<file path="config.mk">
export PLATFORM = sky130hd
export DESIGN_NAME = prog_loader
export DESIGN_NICKNAME = d
export VERILOG_FILES = /design/src/rtl/beneater_pkg.sv /design/src/rtl/prog_loader_uart_rx.sv /design/src/rtl/prog_loader.sv
export SDC_FILE = /design/constraint.sdc
export NUM_CORES = 1
export LEC_CHECK = 0
export BUFFER_PORTS_ARGS = -buffer_cell sky130_fd_sc_hd__buf_2
export CAP_MARGIN = 25
export CORE_MARGIN = 2
export CORE_UTILIZATION = 60
export CTS_BUF_LIST = sky130_fd_sc_hd__clkbuf_8
export CTS_CLUSTER_SIZE = 28
export DETAILED_ROUTE_END_ITERATION = 16
export PLACE_DENSITY = 0.89
export SETUP_SLACK_MARGIN = 0.02
export SKIP_LAST_GASP = 1
export SYNTH_ARGS = -nofsm -noshare
export SYNTH_HDL_FRONTEND = slang
export SYNTH_SLANG_ARGS = --single-unit
</file>
<file path="constraint.sdc">
create_clock -name clk -period 3.3 [get_ports clk]
set_input_delay 0.165 -clock clk [delete_from_list [all_inputs] [get_ports clk]]
set_output_delay 0.165 -clock clk [all_outputs]
set_load 0.005 [all_outputs]
</file>
<file path="src/rtl/beneater_pkg.sv">
// beneater_pkg: shared constants and types for the loader and RAM
package beneater_pkg;
  localparam int RAM_DEPTH = 16;
  localparam int RAM_AW = 4;
  typedef enum logic [2:0] {LD_IDLE, LD_RECV, LD_CHECK, LD_STREAM, LD_FIN} ld_state_t;
  typedef enum logic [1:0] {RX_IDLE, RX_START, RX_DATA, RX_STOP} rx_state_t;
  typedef logic [7:0] byte_t;
endpackage

</file>
<file path="src/rtl/prog_loader_uart_rx.sv">
// uart_rx: 8N1 receiver with 2-flop synchronizer, mid-bit sampling and framing check
module uart_rx
  import beneater_pkg::*;
#(
  parameter int CLKS_PER_BIT = 1042
) (
  input  logic  clk,
  input  logic  rst,
  input  logic  rx,
  output logic  start_edge,
  output logic  busy,
  output logic  rx_valid,
  output byte_t rx_byte,
  output logic  frame_err
);
  localparam int TW = $clog2(CLKS_PER_BIT);
  localparam logic [TW-1:0] FULL = TW'(CLKS_PER_BIT - 1);
  localparam logic [TW-1:0] HALF = TW'(CLKS_PER_BIT / 2 - 1);
  logic s1_q, s2_q, prev_q;
  rx_state_t st_q, st_d;
  logic [TW-1:0] tmr_q, tmr_d;
  logic [2:0] bit_q, bit_d;
  byte_t sh_q, sh_d, byte_q, byte_d;
  logic vld_q, vld_d, fe_q, fe_d;
  assign start_edge = (st_q == RX_IDLE) && prev_q && !s2_q;
  assign busy = st_q != RX_IDLE;
  assign rx_valid = vld_q;
  assign rx_byte = byte_q;
  assign frame_err = fe_q;
  // bit timer and sampling state machine; falling edge (not level) arms a start
  always_comb begin
    st_d = st_q;
    tmr_d = tmr_q + 1'b1;
    bit_d = bit_q;
    sh_d = sh_q;
    byte_d = byte_q;
    vld_d = 1'b0;
    fe_d = 1'b0;
    case (st_q)
      RX_IDLE: begin
        tmr_d = '0;
        if (start_edge) st_d = RX_START;
      end
      RX_START: if (tmr_q == HALF) begin
        tmr_d = '0;
        bit_d = '0;
        st_d = s2_q ? RX_IDLE : RX_DATA;
      end
      RX_DATA: if (tmr_q == FULL) begin
        tmr_d = '0;
        sh_d = {s2_q, sh_q[7:1]};
        bit_d = bit_q + 3'd1;
        if (bit_q == 3'd7) st_d = RX_STOP;
      end
      RX_STOP: if (tmr_q == FULL) begin
        st_d = RX_IDLE;
        vld_d = s2_q;
        fe_d = !s2_q;
        byte_d = sh_q;
      end
      default: st_d = RX_IDLE;
    endcase
  end
  // synchronizer plus receiver state registers
  always_ff @(posedge clk) begin
    if (rst) begin
      s1_q <= 1'b1;
      s2_q <= 1'b1;
      prev_q <= 1'b1;
      st_q <= RX_IDLE;
      tmr_q <= '0;
      bit_q <= '0;
      sh_q <= '0;
      byte_q <= '0;
      vld_q <= 1'b0;
      fe_q <= 1'b0;
    end else begin
      s1_q <= rx;
      s2_q <= s1_q;
      prev_q <= s2_q;
      st_q <= st_d;
      tmr_q <= tmr_d;
      bit_q <= bit_d;
      sh_q <= sh_d;
      byte_q <= byte_d;
      vld_q <= vld_d;
      fe_q <= fe_d;
    end
  end
endmodule

</file>
<file path="src/rtl/prog_loader.sv">
// prog_loader: UART image buffer that bursts 16 bytes into the RAM; PROG_LOADER_CHECKSUM_EN adds a 17th checksum byte
module prog_loader
  import beneater_pkg::*;
#(
  parameter int CLKS_PER_BIT = 1042
) (
  input  logic       clk,
  input  logic       rst,
  input  logic       rx,
  output logic       prog_mode,
  output logic [7:0] w_data,
  output logic       cpu_halt,
  output logic       done,
  output logic       err
);
  logic start_edge, busy, rx_valid, frame_err;
  byte_t rx_byte;
  ld_state_t state_q, state_d;
  logic [4:0] cnt_q, cnt_d, scnt_q, scnt_d;
  logic pm_q, pm_d, halt_q, halt_d, done_q, done_d, err_q, err_d, wr_en;
  byte_t wd_q, wd_d;
  byte_t mem_q [RAM_DEPTH];
`ifdef PROG_LOADER_CHECKSUM_EN
  byte_t sum_q, sum_d;
`endif
  uart_rx #(.CLKS_PER_BIT(CLKS_PER_BIT)) u_rx (
    .clk(clk), .rst(rst), .rx(rx), .start_edge(start_edge), .busy(busy),
    .rx_valid(rx_valid), .rx_byte(rx_byte), .frame_err(frame_err)
  );
  assign prog_mode = pm_q;
  assign w_data = wd_q;
  assign cpu_halt = halt_q;
  assign done = done_q;
  assign err = err_q;
  // loader FSM; outputs are computed one state ahead so they come straight from flops
  always_comb begin
    state_d = state_q;
    cnt_d = cnt_q;
    scnt_d = scnt_q;
    pm_d = 1'b0;
    wd_d = 8'h00;
    halt_d = halt_q;
    done_d = 1'b0;
    err_d = err_q;
    wr_en = 1'b0;
`ifdef PROG_LOADER_CHECKSUM_EN
    sum_d = sum_q;
`endif
    case (state_q)
      LD_IDLE: begin
        cnt_d = '0;
        halt_d = start_edge | (halt_q & busy);
        if (rx_valid) begin
          wr_en = 1'b1;
          cnt_d = 5'd1;
          err_d = 1'b0;
          halt_d = 1'b1;
          state_d = LD_RECV;
`ifdef PROG_LOADER_CHECKSUM_EN
          sum_d = rx_byte;
`endif
        end
      end
      LD_RECV: if (rx_valid) begin
        cnt_d = cnt_q + 5'd1;
`ifdef PROG_LOADER_CHECKSUM_EN
        if (cnt_q == 5'(RAM_DEPTH)) begin
          sum_d = sum_q - rx_byte;
          state_d = LD_CHECK;
        end else begin
          wr_en = 1'b1;
          sum_d = sum_q + rx_byte;
        end
`else
        wr_en = 1'b1;
        if (cnt_q == 5'(RAM_DEPTH - 1)) begin
          state_d = LD_STREAM;
          scnt_d = '0;
          pm_d = 1'b1;
        end
`endif
      end
      LD_CHECK: begin
`ifdef PROG_LOADER_CHECKSUM_EN
        if (sum_q == 8'h00) begin
          state_d = LD_STREAM;
          scnt_d = '0;
          pm_d = 1'b1;
        end else begin
          err_d = 1'b1;
          halt_d = 1'b0;
          cnt_d = '0;
          state_d = LD_IDLE;
        end
`else
        state_d = LD_IDLE;
`endif
      end
      LD_STREAM: if (scnt_q == 5'(RAM_DEPTH)) begin
        state_d = LD_FIN;
        done_d = 1'b1;
        halt_d = 1'b0;
        scnt_d = '0;
        cnt_d = '0;
      end else begin
        pm_d = 1'b1;
        wd_d = mem_q[scnt_q[RAM_AW-1:0]];
        scnt_d = scnt_q + 5'd1;
      end
      LD_FIN: state_d = LD_IDLE;
      default: state_d = LD_IDLE;
    endcase
    if (frame_err || (rx_valid && (state_q inside {LD_CHECK, LD_STREAM, LD_FIN}))) begin
      state_d = LD_IDLE;
      err_d = 1'b1;
      cnt_d = '0;
      scnt_d = '0;
      halt_d = 1'b0;
      pm_d = 1'b0;
      wd_d = 8'h00;
      done_d = 1'b0;
      wr_en = 1'b0;
    end
  end
  // image buffer; contents are irrelevant until fully received
  always_ff @(posedge clk) begin
    if (wr_en) mem_q[cnt_q[RAM_AW-1:0]] <= rx_byte;
  end
  // FSM state and registered outputs
  always_ff @(posedge clk) begin
    if (rst) begin
      state_q <= LD_IDLE;
      cnt_q <= '0;
      scnt_q <= '0;
      pm_q <= 1'b0;
      wd_q <= 8'h00;
      halt_q <= 1'b0;
      done_q <= 1'b0;
      err_q <= 1'b0;
`ifdef PROG_LOADER_CHECKSUM_EN
      sum_q <= 8'h00;
`endif
    end else begin
      state_q <= state_d;
      cnt_q <= cnt_d;
      scnt_q <= scnt_d;
      pm_q <= pm_d;
      wd_q <= wd_d;
      halt_q <= halt_d;
      done_q <= done_d;
      err_q <= err_d;
`ifdef PROG_LOADER_CHECKSUM_EN
      sum_q <= sum_d;
`endif
    end
  end
endmodule

</file>
# After elaboration in Yosys (flattened, before gate mapping)
# Memories as Yosys holds them, arrays and structs flattened. A register that Yosys moved wholly into a read port is not among the register bits.
# Index checks and enable logic that the tools add are counted.
# Widths: inputs -> output; s select.
[totals]
register_bits = 54
mem_bits_rw = 128
in_bits = 3
word_cells = 119
n_memories = 1
[mem_list]
columns = ["name", "depth", "width", "rd", "rd_ports_with_merged_regs", "wr", "line", "rtl"]
rows = [
  ["mem_q", 16, 8, 1, 1, 1, "prog_loader.sv:22", "byte_t mem_q [RAM_DEPTH];"],
]
[classes]
n_addsub = 4
n_eq_ne = 21
muxes = 42
bitwise_logic = 5
reduce_logical = 29
[op_table]
columns = ["op", "count"]
rows = [
  ["$pmux 11 s3", 1],
  ["$mux 5", 5],
  ["$mux 11", 2],
  ["$mux 3", 6],
  ["$mux 1", 15],
  ["$pmux 5 s3", 1],
  ["$mux 2", 6],
  ["$ne 2x1->1 const B", 6],
  ["$reduce_bool 2->1", 6],
  ["$add 11x1->11 const B", 1],
  ["$eq 11x10->1 const B", 1],
  ["$eq 11x11->1 const B", 1],
  ["$add 5x1->5 const B", 2],
  ["$pmux 5 s2", 1],
  ["$pmux 3 s3", 1],
  ["$reduce_and 3->1", 3],
  ["$pmux 2 s4", 1],
  ["$reduce_and 2->1", 4],
  ["$eq 3x2->1 const B", 2],
  ["$eq 3x3->1 const B", 2],
  ["$ne 2x2->1 const B", 3],
  ["$pmux 3 s2", 1],
  ["$reduce_bool 3->1", 2],
  ["$reduce_or 3->1", 2],
  ["19 further kinds", 26],
]

# Depth between registers and ports, before layout
[depth]
depth_word = 7
mapped_depth = 9
mapped_depth_nobuf = 8

# By module
# From an unflattened synthesis, not the netlist that was laid out.
[unflattened]
cells_unflattened = 521
area_unflattened_um2 = 7706.1
[modules_own_cells]
columns = ["module", "n_inst", "cells_per_inst", "area_each_um2", "seq_area_each_um2"]
rows = [
  ["prog_loader", 1, 343, 6062.1, 4344.2],
  ["uart_rx", 1, 178, 1644.1, 740.7],
]

# Least setup slack after synthesis
# Ideal clock, no wire load.
[synth_path]
path_type = "flip-flop to flip-flop"
startpoint = "register scnt_q[1]"
endpoint = "register wd_q[0], in the netlist w_data[0]"
setup_time_ns = 0.066
arrival_ns = 2.265
required_time_ns = 3.234
setup_slack_ns = 0.969
stages_incl_launch_ff = 10
path_buffers = 3
path_cell_list = "dfxtp_1 -> clkbuf_1 -> buf_1 -> inv_1 -> ha_1 -> and4bb_1 -> or3_1 -> or2_2 -> clkbuf_1 -> nor2b_1"
[synth_via]
elab_chain_cells = 2
[synth_lines]
columns = ["element", "line", "rtl"]
rows = [
  ["from (decl)", "prog_loader.sv:19", "logic [4:0] cnt_q, cnt_d, scnt_q, scnt_d;"],
  ["from (signal assigned)", "prog_loader.sv:146", "scnt_q <= scnt_d;"],
  ["$eq 5x5->1", "prog_loader.sv:99", "LD_STREAM: if (scnt_q == 5'(RAM_DEPTH)) begin"],
  ["$reduce_or 4->1 (no source line)", "n/a", ""],
  ["to (signal assigned)", "prog_loader.sv:148", "wd_q <= wd_d;"],
  ["to (decl)", "prog_loader.sv:21", "byte_t wd_q, wd_d;"],
]
# Several ways; a longest one is shown, not always the timed one.
# A chain may end at the register's enable or synchronous reset.

# Final worst setup path
[layout_path]
startpoint = "register u_rx.tmr_q[0]"
endpoint = "register u_rx.tmr_q[3]"
[layout_via]
elab_chain_cells = 3
elab_cells_between_ends = 6
cone_classes = "add/sub: 1; eq/ne: 2; mux: 3"
[layout_lines]
columns = ["element", "line", "rtl"]
rows = [
  ["from (decl)", "prog_loader_uart_rx.sv:21", "logic [TW-1:0] tmr_q, tmr_d;"],
  ["from (signal assigned)", "prog_loader_uart_rx.sv:82", "tmr_q <= tmr_d;"],
  ["$add 11x1->11 (tied with other cells)", "prog_loader_uart_rx.sv:33", "tmr_d = tmr_q + 1'b1;"],
  ["$mux 11, on equally long branches", "prog_loader_uart_rx.sv:49, prog_loader_uart_rx.sv:44", ""],
  ["$pmux 11 s3 *", "prog_loader_uart_rx.sv:39", "case (st_q)"],
]
# Every way passes the cells marked *; elsewhere a longest branch is shown, timed or not.

==> summary.md <==
| Metric | Value |
|---|---|
| Outcome | `finished clean` |
| Port Buffers | `14` |
| CP Capture Type | `flop` |
| Fillers | `869` |
| CTS resizes | `0` |
| DR DRC count | `0` |
| Synth area leader | `edfxtp_1` |
| Hold Path Depth | `2` |
| Nets | `between 500 and 600` |
| R2R cell count | `7` |
| Syn Inst Count | `507` |
| Fin. Hold Viols | `0` |
| Setup TNS | `0 ns` |
| Clk sinks | `190` |
| Overall Global Routing Usage | `between 20% and 30%` |
| Sequential share of the synthesized area | `66.7%` |
| Initial antenna violation count | `0` |
| P&R area growth vs syn | `8.82%` |
| Delay-heaviest family, CP | `compound AO/OA/AOI/OAI gates` |
| Xor/xnor share of the synthesized area | `~1.7%` |
| Worst setup SP type | `flop` |
| Post-synthesis simple-gate area fraction | `9.97%` |
| Final WL | `13800 um` |
| Antenna diode instance count | `0` |
| CTS buffer count | `17` |
| Crit path kind | `flop to flop` |
| Hold_ws | `0.175 ns` |
| Worst path cell trace | `inv_1, ha_1, or4bb_1, o41ai_2, o21ai_2, o21bai_1, nor2_1` |
| Synth Area in Adders | `~2.6%` |
| Sequential Area | `0.00509 sq mm` |
| Clk_lat worst skew | `0.45 ns` |
| Worst path slowest cell | `o21bai_1` |
| Worst Hold Class | `primary input to flop` |
| Mean Syn Cell Area | `roughly 15 sq um` |
| CTS tree | `built` |
| Core Box Area | `0.0125 sq mm` |
| Die Wd | `117 um` |
| Area of the multi-input gates | `about 0.0024 sq mm` |
| Die Area | `0.0136 sq mm` |
| DR vias | `4190` |
| PwrDens | `498 mW/mm^2` |
| Pre-Repair DR Iteration Count | `5` |
| Final setup viols | `0` |
| Worst path max stage delay | `0.60 ns` |
| Worst slew pin tran | `between 0.7 and 0.8 ns` |
| Synth Register Bits | `190` |
| Max Cap Viol | `0` |
| Instance count on the critical path | `7` |
| Clock transition at the registers of the reported paths | `approximately 0.090 ns` |
| Worst EP required | `3.62 ns` |
| Max H-tree Level | `4` |
| Post-synth EDFFs | `128` |
| Post-Syn Nets | `526` |
| Post-synth cell types | `48` |
| Gpl congestion | `0.821` |
| Clock Skew | `0.0106 ns` |
| Routed Antenna Nets | `0` |
| Synth Cell Area | `0.00762 sq mm` |
| Routed length per instance | `19.4 um` |
| DP Wirelength | `9490 um` |
| Largest net degree at the start of global routing | `36` |
| Worst slew margin | `48.6%` |
| Vias in the first global route | `4112` |
| Remaining Overflow, GRT | `0` |
| First-pass GRT wire length | `21600 um` |
| Compound-Gate Fraction of Synth Area | `4.30%` |
| Boundary Pins | `15` |
| Clock root buffer | `clkbuf_8` |
| Mux cell area share after synthesis | `between 10 and 15%` |
| Layout cells sized above 1 | `about a fifth` |
| Fin crit share | `72.7%` |
| Top cells by area, synth | `edfxtp_1 (50%), dfxtp_1 (16%), mux4_2 (12%)` |
| Initial core utilization | `between 60% and 70%` |
| Worst-path maximum fanout | `11` |
| Critical path buffers and inverters | `1` |
| FP Rows | `41` |
| Main flop type after synthesis | `edfxtp_1` |
| Clock Path Buffers | `2` |
| Largest family of logic cells by synthesized area | `multiplexers` |
| Die height | `roughly 120 um` |
| Max-slew violation count | `0` |
| CP Data Arrival Time | `2.72 ns` |
| Number of DRC violations after detailed-routing iteration 0 | `between 400 and 500` |
| RSZ-0062 raised after global routing | `false` |
| Via/cell ratio | `5.89` |
| Tmin final | `2.40 ns` |
| Pleak | `approximately 0.0027 uW` |
| IR drop worst, VDD | `~0.26 mV` |
| Share of the synthesized area in the top cell type | `between 50% and 60%` |
| FMAX | `417 MHz` |
| YS warnings | `0` |
| Ys async rst share | `0%` |
## placed cells by master, fill, tap and decap left out, types with 4 or more instances in the layout
master	Yosys	layout
o21ai_0	8	8
nand2b_1	5	5
nor2_1	41	41
dfxtp_1	62	61
edfxtp_1	128	128
a21oi_1	25	25
buf_2	5	14
nand2_1	30	30
nor2b_1	10	10
nand3_1	27	27
buf_4	1	10
nor3_1	12	12
and3_1	4	4
inv_1	18	21
mux4_2	40	40
clkbuf_8	0	19
and2_1	4	4
ha_1	16	16
xnor2_1	12	12
## worst register-to-register path: stages (launching register included)
cell and delay [ns]:
dfxtp_1 0.37, inv_1 0.09, ha_1 0.15, or4bb_1 0.44, o41ai_2 0.38, o21ai_2 0.12
o21bai_1 0.60, nor2_1 0.13
## cell families after synthesis
logic type      Yosys count
compound gates           51
xor+xnor                 15
fa+ha+maj                16
buf+inv                  43
flops                   190
mux                      43
simple gates            149
## state kept, by name, summed over array words and instances (netlist names), 3 cells and up, named ones only
register      cells
u_rx.rx_byte      8
u_rx.tmr_q       11
scnt_q            5
state_q           3
mem_q           128
u_rx.sh_q         8
u_rx.bit_q        3
w_data            8
cnt_q             5
## through the flow
step                std cells  cell area [sq um]  power, uW  setup slack (ns)  util [%]
CTS                       711               8290       4150             0.862      66.2
finish                    711               8290       4130             0.901      66.2
global route              711               8290       4240             0.688      66.2
global placement          678               7870       2640              1.05      62.9
floorplan                 507               7620       2630             0.969         -
detailed placement        678               7870       2650             0.884      62.9
## worst paths after layout
path / start / end / slack (ns)
max reg2reg: u_rx.tmr_q[0] / u_rx.tmr_q[3] / 0.90
min: rst / u_rx.sh_q[1] / 0.17
max: u_rx.tmr_q[0] / u_rx.tmr_q[3] / 0.90
min reg2reg: u_rx.s1_q / u_rx.s2_q / 0.41
## layer usage
metal  vias up  track usage, %  wire length (um)
li1       1928               -                 -
met1      2069            25.0              5210
met2       158            39.7              7600
met3        35            4.46               685
met4         0            9.73               329
met5         -               0                 0
## power by group
| group | internal [uW] | switching, uW | total, uW |
|---|---|---|---|
| logic | 31.0 | 46.4 | 77.4 |
| clock network | 779 | 756 | 1530 |
| registers | 2510 | 7.34 | 2520 |
## cell type report
class                      count  share of cell area (%)
multi-input combinational    274                    28.4
clock inverter                13                    1.81
inverter                      18                   0.815
tap                          172                    2.60
timing repair buffer          25                    1.87
sequential                   190                    61.3
clock buffer                  19                    3.15
## synthesized netlist by cell type, types with 5 or more instances
cell type / instances
nand3_1: 27
mux4_2: 40
nor2b_1: 10
clkbuf_1: 16
nand2_1: 30
inv_1: 18
dfxtp_1: 62
nand2b_1: 5
nor2_1: 41
buf_2: 5
nor3_1: 12
a21oi_1: 25
edfxtp_1: 128
ha_1: 16
xnor2_1: 12
o21ai_0: 8
## timing repair
item                                   in CTS  in global routing
endpoints found under the hold margin       1                  0
setup endpoints to repair                   0                  0
hold buffers                                1                  0
setup buffers                               0                  0
No activity file was read; power rests on OpenSTA's default activity.
